[src/rtl/vending_machine_param.sv]
// Parametrised vending controller: priced item table, bounded credit, coin rejection and
// greedy change dispensing over a valid/ready hopper handshake. Optional macro: VM_TIMEOUT_EN.
module vending_machine_param #(
    parameter int                            NUM_ITEMS   = 4,
    parameter int                            ITEM_W      = 6,
    parameter int                            CREDIT_W    = 8,
    parameter logic [NUM_ITEMS*CREDIT_W-1:0] PRICE_TABLE = {8'd25, 8'd15, 8'd10, 8'd5},
    parameter int                            MAX_CREDIT  = 100,
    parameter int                            TIMEOUT_CYC = 20
) (
    input  logic                clk,
    input  logic                reset,
    input  logic                coin_valid,
    input  logic [4:0]          coin_val,
    input  logic                sel_valid,
    input  logic [ITEM_W-1:0]   sel_item,
    input  logic                cancel,
    input  logic                change_ready,
    output logic [ITEM_W-1:0]   item_out,
    output logic                vend_valid,
    output logic                coin_reject,
    output logic [4:0]          reject_val,
    output logic                sel_err,
    output logic                change_valid,
    output logic [4:0]          change_coin,
    output logic [CREDIT_W-1:0] credit,
    output logic                busy
);

    typedef enum logic [1:0] {
        ST_IDLE   = 2'd0,
        ST_CREDIT = 2'd1,
        ST_VEND   = 2'd2,
        ST_CHANGE = 2'd3
    } state_e;

    localparam logic [CREDIT_W:0]   MAX_CREDIT_W = (CREDIT_W+1)'(MAX_CREDIT);
    localparam logic [ITEM_W:0]     NUM_ITEMS_W  = (ITEM_W+1)'(NUM_ITEMS);
    localparam logic [CREDIT_W-1:0] CR_ZERO      = {CREDIT_W{1'b0}};

    function automatic logic coin_legal(input logic [4:0] v);
        logic ok;
        case (v)
            5'd1, 5'd5, 5'd10, 5'd20: ok = 1'b1;
            default:                  ok = 1'b0;
        endcase
        return ok;
    endfunction

    // Out-of-range indices resolve to price 0 so they fall into the "not stocked" reject path.
    function automatic logic [CREDIT_W-1:0] price_of(input logic [ITEM_W-1:0] idx);
        logic [CREDIT_W-1:0] p;
        p = CR_ZERO;
        for (int i = 0; i < NUM_ITEMS; i++) begin
            if ({1'b0, idx} == (ITEM_W+1)'(i)) begin
                p = PRICE_TABLE[i*CREDIT_W +: CREDIT_W];
            end else begin
                p = p;
            end
        end
        return p;
    endfunction

    function automatic logic [4:0] greedy_coin(input logic [CREDIT_W-1:0] c);
        logic [4:0] g;
        if (c >= CREDIT_W'(5'd20)) begin
            g = 5'd20;
        end else if (c >= CREDIT_W'(5'd10)) begin
            g = 5'd10;
        end else if (c >= CREDIT_W'(5'd5)) begin
            g = 5'd5;
        end else if (c >= CREDIT_W'(5'd1)) begin
            g = 5'd1;
        end else begin
            g = 5'd0;
        end
        return g;
    endfunction

    state_e              state_q, state_d;
    logic [CREDIT_W-1:0] credit_q, credit_d;
    logic [ITEM_W-1:0]   item_out_q, item_out_d;
    logic                vend_valid_q, vend_valid_d;
    logic                coin_reject_q, coin_reject_d;
    logic [4:0]          reject_val_q, reject_val_d;
    logic                sel_err_q, sel_err_d;
    logic                change_valid_q, change_valid_d;
    logic [4:0]          change_coin_q, change_coin_d;
    logic                busy_q, busy_d;

    logic                at_rest_s;
    logic [CREDIT_W:0]   coin_sum_s;
    logic [CREDIT_W-1:0] sel_price_s;
    logic                sel_ok_s;
    logic                coin_rej_s;
    logic                coin_acc_s;
    logic                strobe_s;
    logic                tmo_hit_s;

    // Input qualification: coin acceptance, selection legality and the widened credit sum.
    always_comb begin
        at_rest_s   = (state_q == ST_IDLE) || (state_q == ST_CREDIT);
        strobe_s    = coin_valid || sel_valid || cancel;
        coin_sum_s  = {1'b0, credit_q} + (CREDIT_W+1)'(coin_val);
        sel_price_s = price_of(sel_item);
        sel_ok_s    = (state_q == ST_CREDIT) && ({1'b0, sel_item} < NUM_ITEMS_W) &&
                      (sel_price_s != CR_ZERO) && (credit_q >= sel_price_s);
        coin_rej_s  = coin_valid && (!at_rest_s || cancel || sel_valid ||
                      !coin_legal(coin_val) || (coin_sum_s > MAX_CREDIT_W));
        coin_acc_s  = coin_valid && !coin_rej_s;
    end

`ifdef VM_TIMEOUT_EN
    localparam int TMO_W = $clog2(TIMEOUT_CYC + 1);
    localparam logic [TMO_W-1:0] TMO_LAST = TMO_W'(TIMEOUT_CYC - 1);

    logic [TMO_W-1:0] tmo_q, tmo_d;

    // Inactivity counter: runs only while credit waits in CREDIT with no strobes.
    always_comb begin
        tmo_hit_s = 1'b0;
        if ((state_q == ST_CREDIT) && !strobe_s) begin
            if (tmo_q == TMO_LAST) begin
                tmo_hit_s = 1'b1;
                tmo_d     = {TMO_W{1'b0}};
            end else begin
                tmo_d     = tmo_q + TMO_W'(1'b1);
            end
        end else begin
            tmo_d = {TMO_W{1'b0}};
        end
    end

    // Inactivity counter register.
    always_ff @(posedge clk) begin
        if (!reset) begin
            tmo_q <= {TMO_W{1'b0}};
        end else begin
            tmo_q <= tmo_d;
        end
    end
`else
    assign tmo_hit_s = 1'b0;
`endif

    // Next-state and registered-output decode; priority is cancel > select > coin.
    always_comb begin
        state_d        = state_q;
        credit_d       = credit_q;
        item_out_d     = {ITEM_W{1'b0}};
        vend_valid_d   = 1'b0;
        coin_reject_d  = coin_rej_s;
        reject_val_d   = coin_rej_s ? coin_val : 5'd0;
        sel_err_d      = 1'b0;
        change_valid_d = change_valid_q;
        change_coin_d  = change_coin_q;

        case (state_q)
            ST_IDLE, ST_CREDIT: begin
                if (cancel || tmo_hit_s) begin
                    if ((state_q == ST_CREDIT) && (credit_q != CR_ZERO)) begin
                        state_d        = ST_CHANGE;
                        change_valid_d = 1'b1;
                        change_coin_d  = greedy_coin(credit_q);
                    end else begin
                        state_d = state_q;
                    end
                end else if (sel_valid) begin
                    if (sel_ok_s) begin
                        state_d      = ST_VEND;
                        vend_valid_d = 1'b1;
                        item_out_d   = sel_item;
                        credit_d     = credit_q - sel_price_s;
                    end else begin
                        sel_err_d = 1'b1;
                    end
                end else if (coin_acc_s) begin
                    credit_d = coin_sum_s[CREDIT_W-1:0];
                    state_d  = ST_CREDIT;
                end else begin
                    state_d = state_q;
                end
            end
            ST_VEND: begin
                if (credit_q != CR_ZERO) begin
                    state_d        = ST_CHANGE;
                    change_valid_d = 1'b1;
                    change_coin_d  = greedy_coin(credit_q);
                end else begin
                    state_d = ST_IDLE;
                end
            end
            ST_CHANGE: begin
                // The presented coin is held until the hopper takes it; then the next one is chosen.
                if (change_valid_q && change_ready) begin
                    credit_d = credit_q - CREDIT_W'(change_coin_q);
                    if (credit_d == CR_ZERO) begin
                        state_d        = ST_IDLE;
                        change_valid_d = 1'b0;
                        change_coin_d  = 5'd0;
                    end else begin
                        change_coin_d = greedy_coin(credit_d);
                    end
                end else begin
                    state_d = ST_CHANGE;
                end
            end
            default: begin
                state_d        = ST_IDLE;
                credit_d       = CR_ZERO;
                change_valid_d = 1'b0;
                change_coin_d  = 5'd0;
            end
        endcase

        busy_d = (state_d == ST_VEND) || (state_d == ST_CHANGE);
    end

    // State and output registers with synchronous active-low clear.
    always_ff @(posedge clk) begin
        if (!reset) begin
            state_q        <= ST_IDLE;
            credit_q       <= CR_ZERO;
            item_out_q     <= {ITEM_W{1'b0}};
            vend_valid_q   <= 1'b0;
            coin_reject_q  <= 1'b0;
            reject_val_q   <= 5'd0;
            sel_err_q      <= 1'b0;
            change_valid_q <= 1'b0;
            change_coin_q  <= 5'd0;
            busy_q         <= 1'b0;
        end else begin
            state_q        <= state_d;
            credit_q       <= credit_d;
            item_out_q     <= item_out_d;
            vend_valid_q   <= vend_valid_d;
            coin_reject_q  <= coin_reject_d;
            reject_val_q   <= reject_val_d;
            sel_err_q      <= sel_err_d;
            change_valid_q <= change_valid_d;
            change_coin_q  <= change_coin_d;
            busy_q         <= busy_d;
        end
    end

    assign item_out     = item_out_q;
    assign vend_valid   = vend_valid_q;
    assign coin_reject  = coin_reject_q;
    assign reject_val   = reject_val_q;
    assign sel_err      = sel_err_q;
    assign change_valid = change_valid_q;
    assign change_coin  = change_coin_q;
    assign credit       = credit_q;
    assign busy         = busy_q;

endmodule

[config.mk]
export PLATFORM = sky130hd
export DESIGN_NAME = vending_machine_param
export DESIGN_NICKNAME = d
export VERILOG_FILES = /design/src/rtl/vending_machine_param.sv
export SDC_FILE = /design/constraint.sdc
export NUM_CORES = 1
export LEC_CHECK = 0
export CORE_ASPECT_RATIO = 1.75
export CORE_MARGIN = 8
export CORE_UTILIZATION = 55
export CTS_CLUSTER_DIAMETER = 40
export DETAILED_ROUTE_END_ITERATION = 8
export GPL_TIMING_DRIVEN = 0
export PLACE_DENSITY = 0.84
export SETUP_SLACK_MARGIN = 0.02
export SYNTH_ARGS = -nofsm -noshare
export SYNTH_HDL_FRONTEND = slang
export SYNTH_SLANG_ARGS = --single-unit
[constraint.sdc]
create_clock -name clk -period 10.45 [get_ports clk]
set_clock_uncertainty 0.15 [all_clocks]
set_input_delay 2.6125 -clock clk [delete_from_list [all_inputs] [get_ports clk]]
set_output_delay 2.6125 -clock clk [all_outputs]
set_load 0.02 [all_outputs]
==> impl_metrics.toml <==
[clock_tree]
numCtsBuffers = 5
cts_tree = "yes"
postCtsSetupBuffers = 0
cts.reportedPaths.clkPinSlew_ns = 0.07
clk_latency_ns = 0.29
htree_levels = 2
root_buffer = "clkbuf_8"
clock-sinks = 29
cts_resized = 0
cts_max_path_buffers = 2
holdBufCountCts = 0

[sta]
rsz0062_at_grt = "no"
hold_violations = 0
timing.final.crit_share = 0.588
tightestPinTransition_ns = 0.835
finalSetupTns_ns = 0
finalSetupViolations = 0
relSlewSlack = 0.438
timing.fmax_mhz = 163
finalCriticalPeriod_ns = 6.15
drv_slew = 0

[logic_synthesis]
synth_area_leader_cell = "dfxtp_1"
synthTopCellsByCount = "dfxtp_1, nand2_1, nor2_1, o21ai_0, ha_1"
synth_area_um2 = 2430
synth-seq-cells = 29
netlist_top_cells_area = "dfxtp_1, ha_1, nand2_1"
async_reset_ff_frac = 0
avgSynthCellArea_um2 = 8.11
synth-edff-count = 0
yosysTopAreaCellShare = 0.239
synth_ff_type = "dfxtp_1"
synth.distinct_cells = 61
synth_most_common_cell = "dfxtp_1"
ys.warnings.count = 0
synth_cells = 300
synth_seq_area_share = 0.239

[worst_setup_path]
cp_num_buf_inv = 1
cpMaxStageDelayCell = "nor4_1"
critPathLaunchType = "input port"
r2r_cells = 9
slowest_delay_ns = 0.74
path_max_fanout = 5
reg2reg_setup_slack_ns = 6.99
cp-end-kind = "flop"
reg2reg_to = "credit[6]"
worst-setup-path-type = "input port to flop"
crit_required_ns = 10.48
path_cells = "clkdlybuf4s50_1 > nor4_1 > nand3_1 > nand2_1 > ha_1 > fa_1 > nand2b_1 > a21oi_1 > o21a_1 > a21oi_1 > o21bai_1 > nand2_1 > a31o_2"
critPathArrivalTime_ns = 6.18
path_delay_family = "simple AND/OR/NAND/NOR gates"
r2r_start = "credit[1]"

[run]
cap_viol_max_count = 0

[placement]
io_buffers = 44
gp_congestion = 0.888
dp_hpwl_um = 5330

[global_routing]
grt_first_pass_wirelength_um = 11500
first_global_vias = 2580
antenna_found_initial = 0
grt.overflow.total = 0
grt_max_degree = 13
grt_usage = 0.207

[status]
outcome = "complete, no violations"

[die]
core.rowCount = 32
coreArea_um2 = 4320
ioPinCount = 46
start_util = 0.563
die_h_um = 104
die_w_um = 66.3
fp.dieArea_um2 = 6890

[detailed_routing]
totalWireLength_um = 6820
dr.pass1.iters = 4
ant_nets = 0
vias_per_cell = 6.17
drc = 0
wl_per_cell_um = 16.8
dr_total_vias = 2504
drtIter0Drc = 145

[worst_hold_path]
holdCritStartpoint = "credit[0]"
hold_class = "flop to flop"
hold_depth = 2
min_to = "credit[0]"

[power_and_ir_drop]
p_total_uw = 277
power_density_nw_per_um2 = 91.4
power_leakage_nw = 1.18
vdd_drop_max_v = 0.0000710

[layout]
drive_gt1_frac = 0.0732
nFillCells = 365
area_delta_synth_final_pct = 24.7
final_nets = 389
diodes = 0
## worst register-to-register path, stage by stage (launching register included)
cell      delay, ns
dfxtp_1        0.59
inv_1          0.17
fa_1           0.50
xor2_1         0.21
a21oi_1        0.20
nand2b_1       0.14
o22ai_1        0.13
o311ai_2       0.61
nand2_1        0.34
a31o_2         0.33
## layout make-up
type,instances,area [um^2],share of cell area
multi-input combinational,247,1700,0.559
sequential,29,581,0.191
timing repair buffer,44,440,0.145
buffer,14,118,0.0388
clock buffer,5,68.8,0.0227
tap,51,63.8,0.0210
inverter,13,48.8,0.0161
clock inverter,3,17.5,0.00577
## where the power goes
group | switching (mW) | internal [mW]
Clock | 0.0464 | 0.0458
Combinational | 0.0384 | 0.0308
Sequential | 0.00182 | 0.114
Total | 0.0866 | 0.191
## metrics by stage
stage / hold WS [ns] / instance area, um^2 / util / cells / setup WS, ns
after global placement: 0.396 / 2950 / 0.682 / 398 / 4.06
after floorplan: 0.423 / 2440 / - / 303 / 5.12
final: 0.410 / 3030 / 0.702 / 406 / 4.30
after CTS: 0.405 / 3030 / 0.702 / 406 / 4.39
after global routing: 0.434 / 3030 / 0.702 / 406 / 4.04
after detailed placement: 0.396 / 2950 / 0.682 / 398 / 4.05
## cells by family (layout without fill, tap and decap cells)
| kind of cell | count (synthesis) | after routing | share of synthesized area |
|---|---|---|---|
| multiplexers | 6 | 6 | 0.0257 |
| adder cells (fa/ha/maj) | 18 | 18 | 0.102 |
| other | 1 | 4 | 0.00154 |
| AO/OA/AOI/OAI | 96 | 96 | 0.279 |
| flip-flops | 29 | 29 | 0.239 |
| AND/OR/NAND/NOR | 113 | 113 | 0.248 |
| buffers and inverters | 27 | 79 | 0.0684 |
| XOR/XNOR | 10 | 10 | 0.0360 |
## how the worst max path moves through the flow
stage	startpoint	endpoint	slack (ns)	depth (start not counted)
2_1_floorplan	sel_item[3]	credit[6]	5.12	10
3_3_place_gp	sel_item[3]	credit[6]	4.06	13
3_5_place_dp	sel_item[3]	credit[6]	4.05	13
4_1_cts	sel_item[3]	credit[6]	4.39	13
5_1_grt	sel_item[3]	credit[6]	4.04	13
6_report	sel_item[3]	credit[6]	4.30	13
## state kept, by name, indices dropped and copies added, names as in the netlist
| signal | cells |
|---|---|
| change_valid | 1 |
| reject_val | 5 |
| coin_reject | 1 |
| sel_err | 1 |
| item_out | 6 |
| vend_valid | 1 |
| credit | 8 |
| change_coin | 4 |
| state_q | 2 |
## routing by layer
layer | part of all wire | vias to the layer above | global-route usage
met2 | 0.52 | 100 | 0.357
met4 | 0.065 | 0 | 0.158
met3 | 0.054 | 35 | 0.0356
li1 | - | 1228 | -
met1 | 0.36 | 1141 | 0.207
met5 | 0 | - | 0
## cell usage in the layout, fill, tap and decap left out, drive strengths merged, types with 7 or more instances in the layout
cell type | synthesis | final
o21a | 8 | 8
and2 | 8 | 8
nor2b | 7 | 7
inv | 13 | 13
dfxtp | 29 | 29
o21ai | 19 | 19
nand2b | 11 | 11
nand2 | 26 | 26
a211oi | 8 | 8
a21oi | 14 | 14
clkdlybuf4s50 | 0 | 44
ha | 15 | 15
nor3 | 7 | 7
nor2 | 20 | 20
clkbuf | 13 | 18
Note: power is estimated with default switching activity, not from simulation.
